File: src/rtl/obi_arb_pkg.sv
// Shared types and helpers for the OBI memory arbiter.
// The request struct width tracks OBI_ADDR_W/OBI_DATA_W; the top defaults to the same widths.
package obi_arb_pkg;

    localparam int OBI_ADDR_W = 32;
    localparam int OBI_DATA_W = 32;

    typedef struct packed {
        logic [OBI_ADDR_W-1:0]   addr;
        logic                    we;
        logic [OBI_DATA_W/8-1:0] be;
        logic [OBI_DATA_W-1:0]   wdata;
    } obi_req_t;

    // Requester index width; never below one bit so two requesters still get a real index.
    function automatic int idx_w(input int n);
        return (n > 2) ? $clog2(n) : 1;
    endfunction

endpackage

File: src/rtl/obi_arb_id_fifo.sv
// In-order FIFO of requester indices, one entry per accepted transfer awaiting a response.
// Push is ignored while full and pop while empty, so callers need not gate them.
module obi_arb_id_fifo #(
    parameter int DEPTH = 2,
    parameter int WIDTH = 1
) (
    input  logic             clk_i,
    input  logic             rst_i,
    input  logic             push_i,
    input  logic [WIDTH-1:0] data_i,
    input  logic             pop_i,
    output logic [WIDTH-1:0] head_o,
    output logic             full_o,
    output logic             empty_o
);

    localparam int PW = (DEPTH > 1) ? $clog2(DEPTH) : 1;
    localparam int CW = $clog2(DEPTH + 1);

    logic [WIDTH-1:0] mem [DEPTH];
    logic [PW-1:0]    wr_ptr, rd_ptr;
    logic [CW-1:0]    cnt;
    logic             do_push, do_pop;

    function automatic logic [PW-1:0] ptr_inc(input logic [PW-1:0] p);
        return (p == PW'(DEPTH - 1)) ? '0 : p + PW'(1);
    endfunction

    assign full_o  = (cnt == CW'(DEPTH));
    assign empty_o = (cnt == '0);
    assign do_push = push_i & ~full_o;
    assign do_pop  = pop_i & ~empty_o;
    assign head_o  = mem[rd_ptr];

    always_ff @(posedge clk_i) begin
        if (do_push) mem[wr_ptr] <= data_i;
    end

    always_ff @(posedge clk_i) begin
        if (rst_i) begin
            wr_ptr <= '0;
            rd_ptr <= '0;
            cnt    <= '0;
        end else begin
            if (do_push) wr_ptr <= ptr_inc(wr_ptr);
            if (do_pop)  rd_ptr <= ptr_inc(rd_ptr);
            if (do_push && !do_pop)      cnt <= cnt + CW'(1);
            else if (do_pop && !do_push) cnt <= cnt - CW'(1);
        end
    end

endmodule

File: src/rtl/obi_mem_arbiter.sv
// Round-robin OBI arbiter sharing one memory port between NUM_REQ requesters.
// A stalled request stays locked to its winner; an ID FIFO routes responses back in issue order.
module obi_mem_arbiter
    import obi_arb_pkg::*;
#(
    parameter int NUM_REQ         = 2,
    parameter int ADDR_WIDTH      = OBI_ADDR_W,
    parameter int DATA_WIDTH      = OBI_DATA_W,
    parameter int MAX_OUTSTANDING = 2
) (
    input  logic                            clk_i,
    input  logic                            rst_i,
    input  logic [NUM_REQ-1:0]              req_i,
    output logic [NUM_REQ-1:0]              gnt_o,
    input  logic [NUM_REQ*ADDR_WIDTH-1:0]   addr_i,
    input  logic [NUM_REQ-1:0]              we_i,
    input  logic [NUM_REQ*DATA_WIDTH/8-1:0] be_i,
    input  logic [NUM_REQ*DATA_WIDTH-1:0]   wdata_i,
    output logic [NUM_REQ-1:0]              rvalid_o,
    output logic [DATA_WIDTH-1:0]           rdata_o,
    output logic                            mem_req_o,
    input  logic                            mem_gnt_i,
    output logic [ADDR_WIDTH-1:0]           mem_addr_o,
    output logic                            mem_we_o,
    output logic [DATA_WIDTH/8-1:0]         mem_be_o,
    output logic [DATA_WIDTH-1:0]           mem_wdata_o,
    input  logic                            mem_rvalid_i,
    input  logic [DATA_WIDTH-1:0]           mem_rdata_i,
    output logic                            err_o
);

    localparam int IW = idx_w(NUM_REQ);
    localparam int BW = DATA_WIDTH / 8;

    obi_req_t [NUM_REQ-1:0] reqs;
    obi_req_t               sel;

    logic [IW-1:0] ptr, lock_idx, winner, sel_idx, ptr_nxt, head;
    logic          locked, req_any, accept, pop, fifo_full, fifo_empty;

    for (genvar g = 0; g < NUM_REQ; g++) begin : g_req
        assign reqs[g].addr  = addr_i[g*ADDR_WIDTH +: ADDR_WIDTH];
        assign reqs[g].we    = we_i[g];
        assign reqs[g].be    = be_i[g*BW +: BW];
        assign reqs[g].wdata = wdata_i[g*DATA_WIDTH +: DATA_WIDTH];
    end

    // Scan from the far end toward ptr so the nearest requester at or after ptr wins.
    function automatic logic [IW-1:0] rr_pick(input logic [NUM_REQ-1:0] req,
                                               input logic [IW-1:0] p);
        logic [IW-1:0] pick;
        int            idx;
        pick = p;
        for (int k = NUM_REQ - 1; k >= 0; k--) begin
            idx = (int'(p) + k) % NUM_REQ;
            if (req[idx]) pick = IW'(idx);
        end
        return pick;
    endfunction

    assign winner  = locked ? lock_idx : rr_pick(req_i, ptr);
    // A locked requester that drops req_i issues nothing; the lock clears at the edge.
    assign req_any = locked ? req_i[lock_idx] : |req_i;
    assign mem_req_o = req_any & ~fifo_full & ~rst_i;
    assign accept    = mem_req_o & mem_gnt_i;
    assign pop       = mem_rvalid_i & ~fifo_empty;
    assign ptr_nxt   = (int'(winner) == NUM_REQ - 1) ? '0 : winner + IW'(1);

    assign sel_idx     = mem_req_o ? winner : '0;
    assign sel         = reqs[sel_idx];
    assign mem_addr_o  = sel.addr;
    assign mem_we_o    = sel.we;
    assign mem_be_o    = sel.be;
    assign mem_wdata_o = sel.wdata;

    assign rdata_o = mem_rdata_i;
    assign err_o   = mem_rvalid_i & fifo_empty & ~rst_i;

    always_comb begin
        gnt_o         = '0;
        gnt_o[winner] = accept;
        rvalid_o       = '0;
        rvalid_o[head] = pop & ~rst_i;
    end

    always_ff @(posedge clk_i) begin
        if (rst_i) begin
            ptr      <= '0;
            locked   <= 1'b0;
            lock_idx <= '0;
        end else begin
            if (accept) ptr <= ptr_nxt;
            if (accept) begin
                locked <= 1'b0;
            end else if (mem_req_o) begin
                locked   <= 1'b1;
                lock_idx <= winner;
            end else if (locked && !req_i[lock_idx]) begin
                locked <= 1'b0;
            end
        end
    end

    obi_arb_id_fifo #(
        .DEPTH (MAX_OUTSTANDING),
        .WIDTH (IW)
    ) u_id_fifo (
        .clk_i   (clk_i),
        .rst_i   (rst_i),
        .push_i  (accept),
        .data_i  (winner),
        .pop_i   (pop),
        .head_o  (head),
        .full_o  (fifo_full),
        .empty_o (fifo_empty)
    );

endmodule

File: config.mk
export PLATFORM = sky130hd
export DESIGN_NAME = obi_mem_arbiter
export DESIGN_NICKNAME = d
export VERILOG_FILES = /design/src/rtl/obi_arb_pkg.sv /design/src/rtl/obi_arb_id_fifo.sv /design/src/rtl/obi_mem_arbiter.sv
export SDC_FILE = /design/constraint.sdc
export NUM_CORES = 1
export LEC_CHECK = 0
export ABC_AREA = 0
export CORE_AREA = 2 2 111 113
export CTS_CLUSTER_DIAMETER = 30
export CTS_CLUSTER_SIZE = 25
export DETAILED_ROUTE_END_ITERATION = 7
export DIE_AREA = 0 0 113 115
export HOLD_SLACK_MARGIN = 0.02
export PLACE_DENSITY = 0.69
export SYNTH_ARGS = -nofsm -noshare
export SYNTH_HDL_FRONTEND = slang
export SYNTH_SLANG_ARGS = --single-unit
File: constraint.sdc
create_clock -name clk_i -period 3.5 [get_ports clk_i]
set_input_delay 1.05 -clock clk_i [delete_from_list [all_inputs] [get_ports clk_i]]
set_output_delay 1.05 -clock clk_i [all_outputs]
set_load 0.005 [all_outputs]
After elaboration in Yosys (flattened, before gate mapping)
Memories as Yosys holds them, arrays and structs flattened. A register that Yosys moved wholly into a read port is not among the register bits.
Index checks and enable logic that the tools add are counted.
- $add $sub $neg: 6
- order comparisons: 8
- equality and inequality tests: 1
- muxes and demuxes: 29
- bitwise operators: 16
- reductions and logical operators: 14
- operator list (kind ; count):
    $mux W69 ; 2
    $mux W1 ; 23
    $lt A1 B2 Y1 const B ; 5
    $and A1 B1 Y1 ; 9
    $logic_and A1 B1 Y1 ; 5
    $add A1 B1 Y1 const B ; 4
    $and A2 B2 Y2 ; 2
    $mux W2 ; 2
    $not A1 Y1 ; 4
    $reduce_bool A2 Y1 ; 2
    $reduce_or A2 Y1 ; 2
    $logic_not A1 Y1 ; 3
    $lt A2 B3 Y1 const B ; 1
    $add A2 B1 Y2 const B ; 1
    $demux W1 S1 ; 2
    $eq A2 B2 Y1 const B ; 1
    $ge A1 B1 Y1 const B ; 2
    $logic_not A2 Y1 ; 1
    $reduce_and A2 Y1 ; 1
    $sub A2 B1 Y2 const B ; 1
    $and A1 B1 Y1 const A ; 1
- register bits: 7
- RAM bits: 2
- bits of input ports: 176
- logic and storage cells: 81
- memories: 1
- memories (name ; words ; width ; read ports ; clocked after memory_dff ; write ports ; RTL line ; text):
    u_id_fifo.mem ; 2 ; 1 ; 1 ; 1 ; 1 ; obi_arb_id_fifo.sv:20 ; logic [WIDTH-1:0] mem [DEPTH];

Logic depth before layout (Yosys ltp)
- depth after elaboration: 13
- gate-level depth with buffers: 10

By module
Synthesis repeated with hierarchy kept, for this count alone.
- cells, all modules: 167
- area, all modules: 1607.8 µm²
- modules (own cells, without submodules) (module ; times used ; cells each ; area each (µm²) ; sequential area each (µm²)):
    obi_mem_arbiter ; 1 ; 139 ; 1318.8 ; 60.1
    obi_arb_id_fifo ; 1 ; 28 ; 289.0 ; 160.2

Worst setup path after synthesis
No wires, ideal clock.
- path kind: input -> output
- start: input req_i[0]
- end: output mem_wdata_o[22]
- arrival time: 2.295 ns
- path slack: 0.155 ns
- cell stages on the path: 7
- cell sequence: mux2_4 > o2111ai_4 > inv_4 > nand2_4 > buf_8 > buf_12 > mux2_4
- elaborated cells between the ends (all ways): 17
- those cells by class: mux: 14; bitwise: 2; reduce/logical: 1
- RTL lines (element ; RTL line ; text):
    start, declared ; obi_mem_arbiter.sv:13 ; input logic [NUM_REQ-1:0] req_i,
    $mux W1 (implied by the code) (2 in series) ; obi_mem_arbiter.sv:63 ; assign req_any = locked ? req_i[lock_idx] : |req_i;
    $mux W1 (*) ; obi_mem_arbiter.sv:63 ;
    $and A1 B1 Y1 (*) (2 in series) ; obi_mem_arbiter.sv:64 ; assign mem_req_o = req_any & ~fifo_full & ~rst_i;
    via mem_req_o ; obi_mem_arbiter.sv:21 ; output logic mem_req_o,
    $mux W1 (*) ; obi_mem_arbiter.sv:69 ; assign sel_idx = mem_req_o ? winner : '0;
    $mux W69 (implied by the code) (*) (2 in series) ; obi_mem_arbiter.sv:70 ; assign sel = reqs[sel_idx];
    end, declared ; obi_mem_arbiter.sv:26 ; output logic [DATA_WIDTH-1:0] mem_wdata_o,
The timed path passes the listed nets; every way through them passes the cells marked *. The select of a mux whose other input is x is not followed.

Worst setup path in the final report
- start: input req_i[1]
- end: output mem_addr_o[3]
- word-level cells in the longest chain between the ends: 9
- elaborated cells between the ends (all ways): 17
- those cells by class: mux: 14; bitwise: 2; reduce/logical: 1
- RTL lines (element ; RTL line ; text):
    $mux W1 (implied by the code) (3 in series) ; obi_mem_arbiter.sv:56 ; if (req[idx]) pick = IW'(idx);
    $mux W1 (2 in series) ; obi_mem_arbiter.sv:56 ;
    $mux W1 ; obi_mem_arbiter.sv:61 ; assign winner = locked ? lock_idx : rr_pick(req_i, ptr);
    $mux W1 (*) ; obi_mem_arbiter.sv:69 ;
    $mux W69 (implied by the code) (*) (2 in series) ; obi_mem_arbiter.sv:70 ;
    end, declared ; obi_mem_arbiter.sv:23 ; output logic [ADDR_WIDTH-1:0] mem_addr_o,
Mark *: on every way between the ends. The rest lies on a longest branch, timed or not. The select of a mux whose other input is x is not followed.

==> summary.txt <==
STA
  – Final hold vios: 0
  – RSZ-0062 raised after global routing: true
  – Post-Route Setup TNS: -4.425 ns
  – Worst Tran Pin Value: 0.3506 ns
  – Period utilisation layout: 102.9%
  – # setup viols final: 67
  – Slack of the critical path: -0.1013 ns
  – Max-slew violation count: 0
  – FMAX: 277.7 MHz
  – Post-route clock skew: 0.004130 ns
  – Worst relative slew slack: 76.63%
  – Fin crit period: 3.601 ns

GRT
  – Initial antenna violation count: 0
  – Remaining global-route overflow: 0
  – Vias in the first global route: 2,375
  – Largest net degree at the start of global routing: 9
  – First-pass GRT wire length: 12,720 um
  – Gr usage total: 12.42%

Logic synthesis
  – Top cell type by total area after synthesis: mux2_2
  – Netlist cell types: 33
  – Cell area after synthesis: 1675 um2
  – Post-synth top area share: 39.66%
  – Syn Nets: 341
  – Number of synthesized register bits: 10
  – Synth async-reset ratio: 0%
  – Simple-gate share of the synthesized area: 7.170%
  – Largest family of logic cells by synthesized area: multiplexers
  – Post-synthesis compound-gate area fraction: 7.020%
  – Dominant synthesized flop cell: dfxtp_1
  – Register area share after synthesis: 13.14%
  – Largest cells by area after synthesis: mux2_2 (40%), buf_4 (17%), mux2_4 (9.9%)
  – Post-synth EDFFs: 2
  – Syn_area_per_cell: 10.22 um2
  – Mux cell area share after synthesis: 50.11%
  – Yosys warns: 0
  – Adder-cell area share of the yosys netlist: 0.7468%
  – Syn Inst Count: 164
  – Xor and xnor area share after synthesis: 1.568%

Cells and area
  – Final instance area: 4502 um2
  – P&R area growth vs syn: 168.7%
  – ANT cells: 0
  – Final #Nets: 550
  – Filler instances: 1,158
  – Share of cells above drive strength 1: 48.66%

Place
  – Post-DP Area: 3846 um2
  – Place WS: -0.8391 ns
  – GPL Wtd Cong: 0.8478
  – Final HPWL DP: 6497 um
  – IO Port Bufs: 218

Routing
  – Post-Route WL: 8666 um
  – Initial DRC Count: 29
  – Via count: 2,053
  – Drt drc: 8
  – DRT Pass-1 Iters: 5
  – Routed wire per std cell: 16.70 um
  – Number of vias per cell: 3.956
  – Antenna-violating nets left: 0

Clock tree
  – Clock-pin transition on the worst setup and hold timing paths: 0.04 ns
  – H-tree levels: 1
  – CTS Buffer Depth: 2
  – Root Buffer: clkbuf_16
  – Number of buffers created by CTS: 3
  – Clk sinks: 10
  – Clk Latency, worst-skew pair: 0.24 ns
  – CTS tree: built
  – Hold-fix buffers, CTS: 0

Critical path
  – Crit-path cells: buf_6, or3_4, o2111ai_4, inv_4, nand2_8, buf_8, buf_12, mux2_4, buf_6
  – CP arrival: 2.55 ns
  – Largest delay share family, worst path: buffers and inverters
  – RR Endpoint: u_id_fifo.cnt[1]$_SDFFE_PP0P_
  – Most used cell, CP: buf_6
  – Worst Setup Start Kind: input pin
  – Worst path buffer plus inverter count: 5
  – Reg2Reg Setup Slack: 1.09 ns
  – CP Capture Type: primary output
  – Critical path peak fanout: 7
  – CP Capture Point: mem_addr_o[3]
  – WP depth: 9
  – Worst endpoint required time: 2.45 ns
  – CP startpoint: req_i[1]
  – Worst reg2reg path startpoint: lock_idx$_SDFFE_PP0P_
  – Crit Path Class: in -> out
  – Critical-path top delay cell: or3_4
  – R2r worst-path depth: 11
  – Worst path max stage delay: 0.38 ns

Floorplan
  – Core area: 11,810 um2
  – I/O pin cnt: 283
  – FP Rows: 40
  – Initial Utilization: 14.18%
  – Die Height: 115 um
  – Die ar.: 13,000 um2
  – Die X: 113 um

Job
  – Max-cap violations: 0

Hold path
  – Hold Path Class: reg -> reg
  – Hold-critical path depth: 1

Status
  – Violated checks: DRC, setup timing
  – Status: finished, violations left

Pwr
  – Clock share of power: 17.1%
  – Peak VDD IR: 144.1 uV
  – NetSw: 386.3 uW
  – P per Cell Area: 297.7 nW/um2
  – Leak: 2.148 nW
  – Total chip power: 1.340 mW
  – Combinational share of power: 69.9%
  – Net Sw Frac: 28.83%
  – Int Pwr: 953.8 uW
  – Sequential fraction of design power: 13.1%
## placed cells by master, fill, tap and decap left out, types with 5 or more instances in the layout
cell             synthesis  routed
nor2_1                   6       6
buf_8                    1       5
clkdlybuf4s50_1          0     141
mux2_4                  11      67
dfxtp_1                  8       8
buf_16                   0       5
buf_4                   37      10
buf_6                    0      71
## power groups by stage
stage	Clock (mW)	Sequential [mW]	Combinational [mW]
detailed placement	0	0.176	0.739
floorplan	0	0.169	0.332
CTS	0.230	0.176	0.937
finish	0.229	0.175	0.936
global placement	0	0.173	0.731
global route	0.236	0.179	0.998
## worst min path at each step
stage                                             start                            end  slack (ns)
final                     u_id_fifo.wr_ptr$_SDFFE_PP0P_  u_id_fifo.wr_ptr$_SDFFE_PP0P_        0.51
after global placement    u_id_fifo.rd_ptr$_SDFFE_PP0P_  u_id_fifo.rd_ptr$_SDFFE_PP0P_        0.49
after floorplan           u_id_fifo.wr_ptr$_SDFFE_PP0P_  u_id_fifo.wr_ptr$_SDFFE_PP0P_        0.46
after CTS                 u_id_fifo.wr_ptr$_SDFFE_PP0P_  u_id_fifo.wr_ptr$_SDFFE_PP0P_        0.50
after global routing      u_id_fifo.rd_ptr$_SDFFE_PP0P_                      flip-flop        0.54
after detailed placement  u_id_fifo.wr_ptr$_SDFFE_PP0P_  u_id_fifo.wr_ptr$_SDFFE_PP0P_        0.50
## flip-flops by register name (all words and copies together) (netlist names), named ones only
register          flops
u_id_fifo.cnt         2
u_id_fifo.mem         2
lock_idx              1
locked                1
ptr                   1
u_id_fifo.rd_ptr      1
u_id_fifo.wr_ptr      1
## worst reg2reg max path, stage by stage (launching register included)
cell,delay [ns]
dfxtp_1,0.37
mux2_4,0.33
o2111ai_4,0.23
inv_4,0.08
buf_4,0.13
buf_4,0.14
nand2_2,0.07
buf_4,0.12
inv_1,0.04
ha_1,0.30
or3_1,0.35
a21oi_1,0.16
## per-layer routing
layer | GRT usage, % | vias up | wire length, um
met5 | 0 | - | 0
met4 | 2.683 | 0 | 72
met3 | 4.112 | 8 | 748
met2 | 23.67 | 114 | 4779
met1 | 13.34 | 960 | 3066
li1 | - | 971 | -
## cells by family (layout without fill, tap and decap cells)
| kind of cell | after synthesis | count (layout) |
|---|---|---|
| buf+inv | 45 | 253 |
| fa+ha+maj | 1 | 1 |
| flops | 10 | 10 |
| xor+xnor | 3 | 3 |
| compound gates | 13 | 13 |
| mux | 71 | 71 |
| simple gates | 21 | 21 |
## final cells by class
class                   instances  area [um2]  area share (%)
repair buffers                244        2635           58.53
multi-input cells             109        1351           30.02
flip-flops and latches         10       220.2           4.892
well taps                     147       183.9           4.086
clock buffers                   4       88.84           1.973
inverters                       5       22.52          0.5003
## synthesized netlist by cell type, types with 2 or more instances
cell type  count
a21oi_1        2
and3_1         2
buf_4         37
dfxtp_1        8
edfxtp_1       2
inv_1          3
mux2_2        59
mux2_4        11
nand2_1        3
nor2_1         6
nor3_1         3
o211ai_1       2
o21ai_0        4
xor2_1         3
## per-stage QoR
| step | hold WS [ns] | cells | util, % |
|---|---|---|---|
| after global routing | 0.5443 | 519 | 38.11 |
| after floorplan | 0.4612 | 164 | - |
| final | 0.5081 | 519 | 38.11 |
| after detailed placement | 0.4978 | 502 | 32.56 |
| after global placement | 0.4856 | 502 | 32.56 |
| after CTS | 0.5031 | 521 | 37.81 |
## what timing repair did
item | 4_1_cts | 5_1_grt
gates cloned | 6 | 0
endpoints found under the setup margin | 75 | 73
setup buffers | 13 | 0
pin swaps | 3 | 3
gates resized for setup | 429 | 18
No activity file was read; power rests on OpenSTA's default activity.
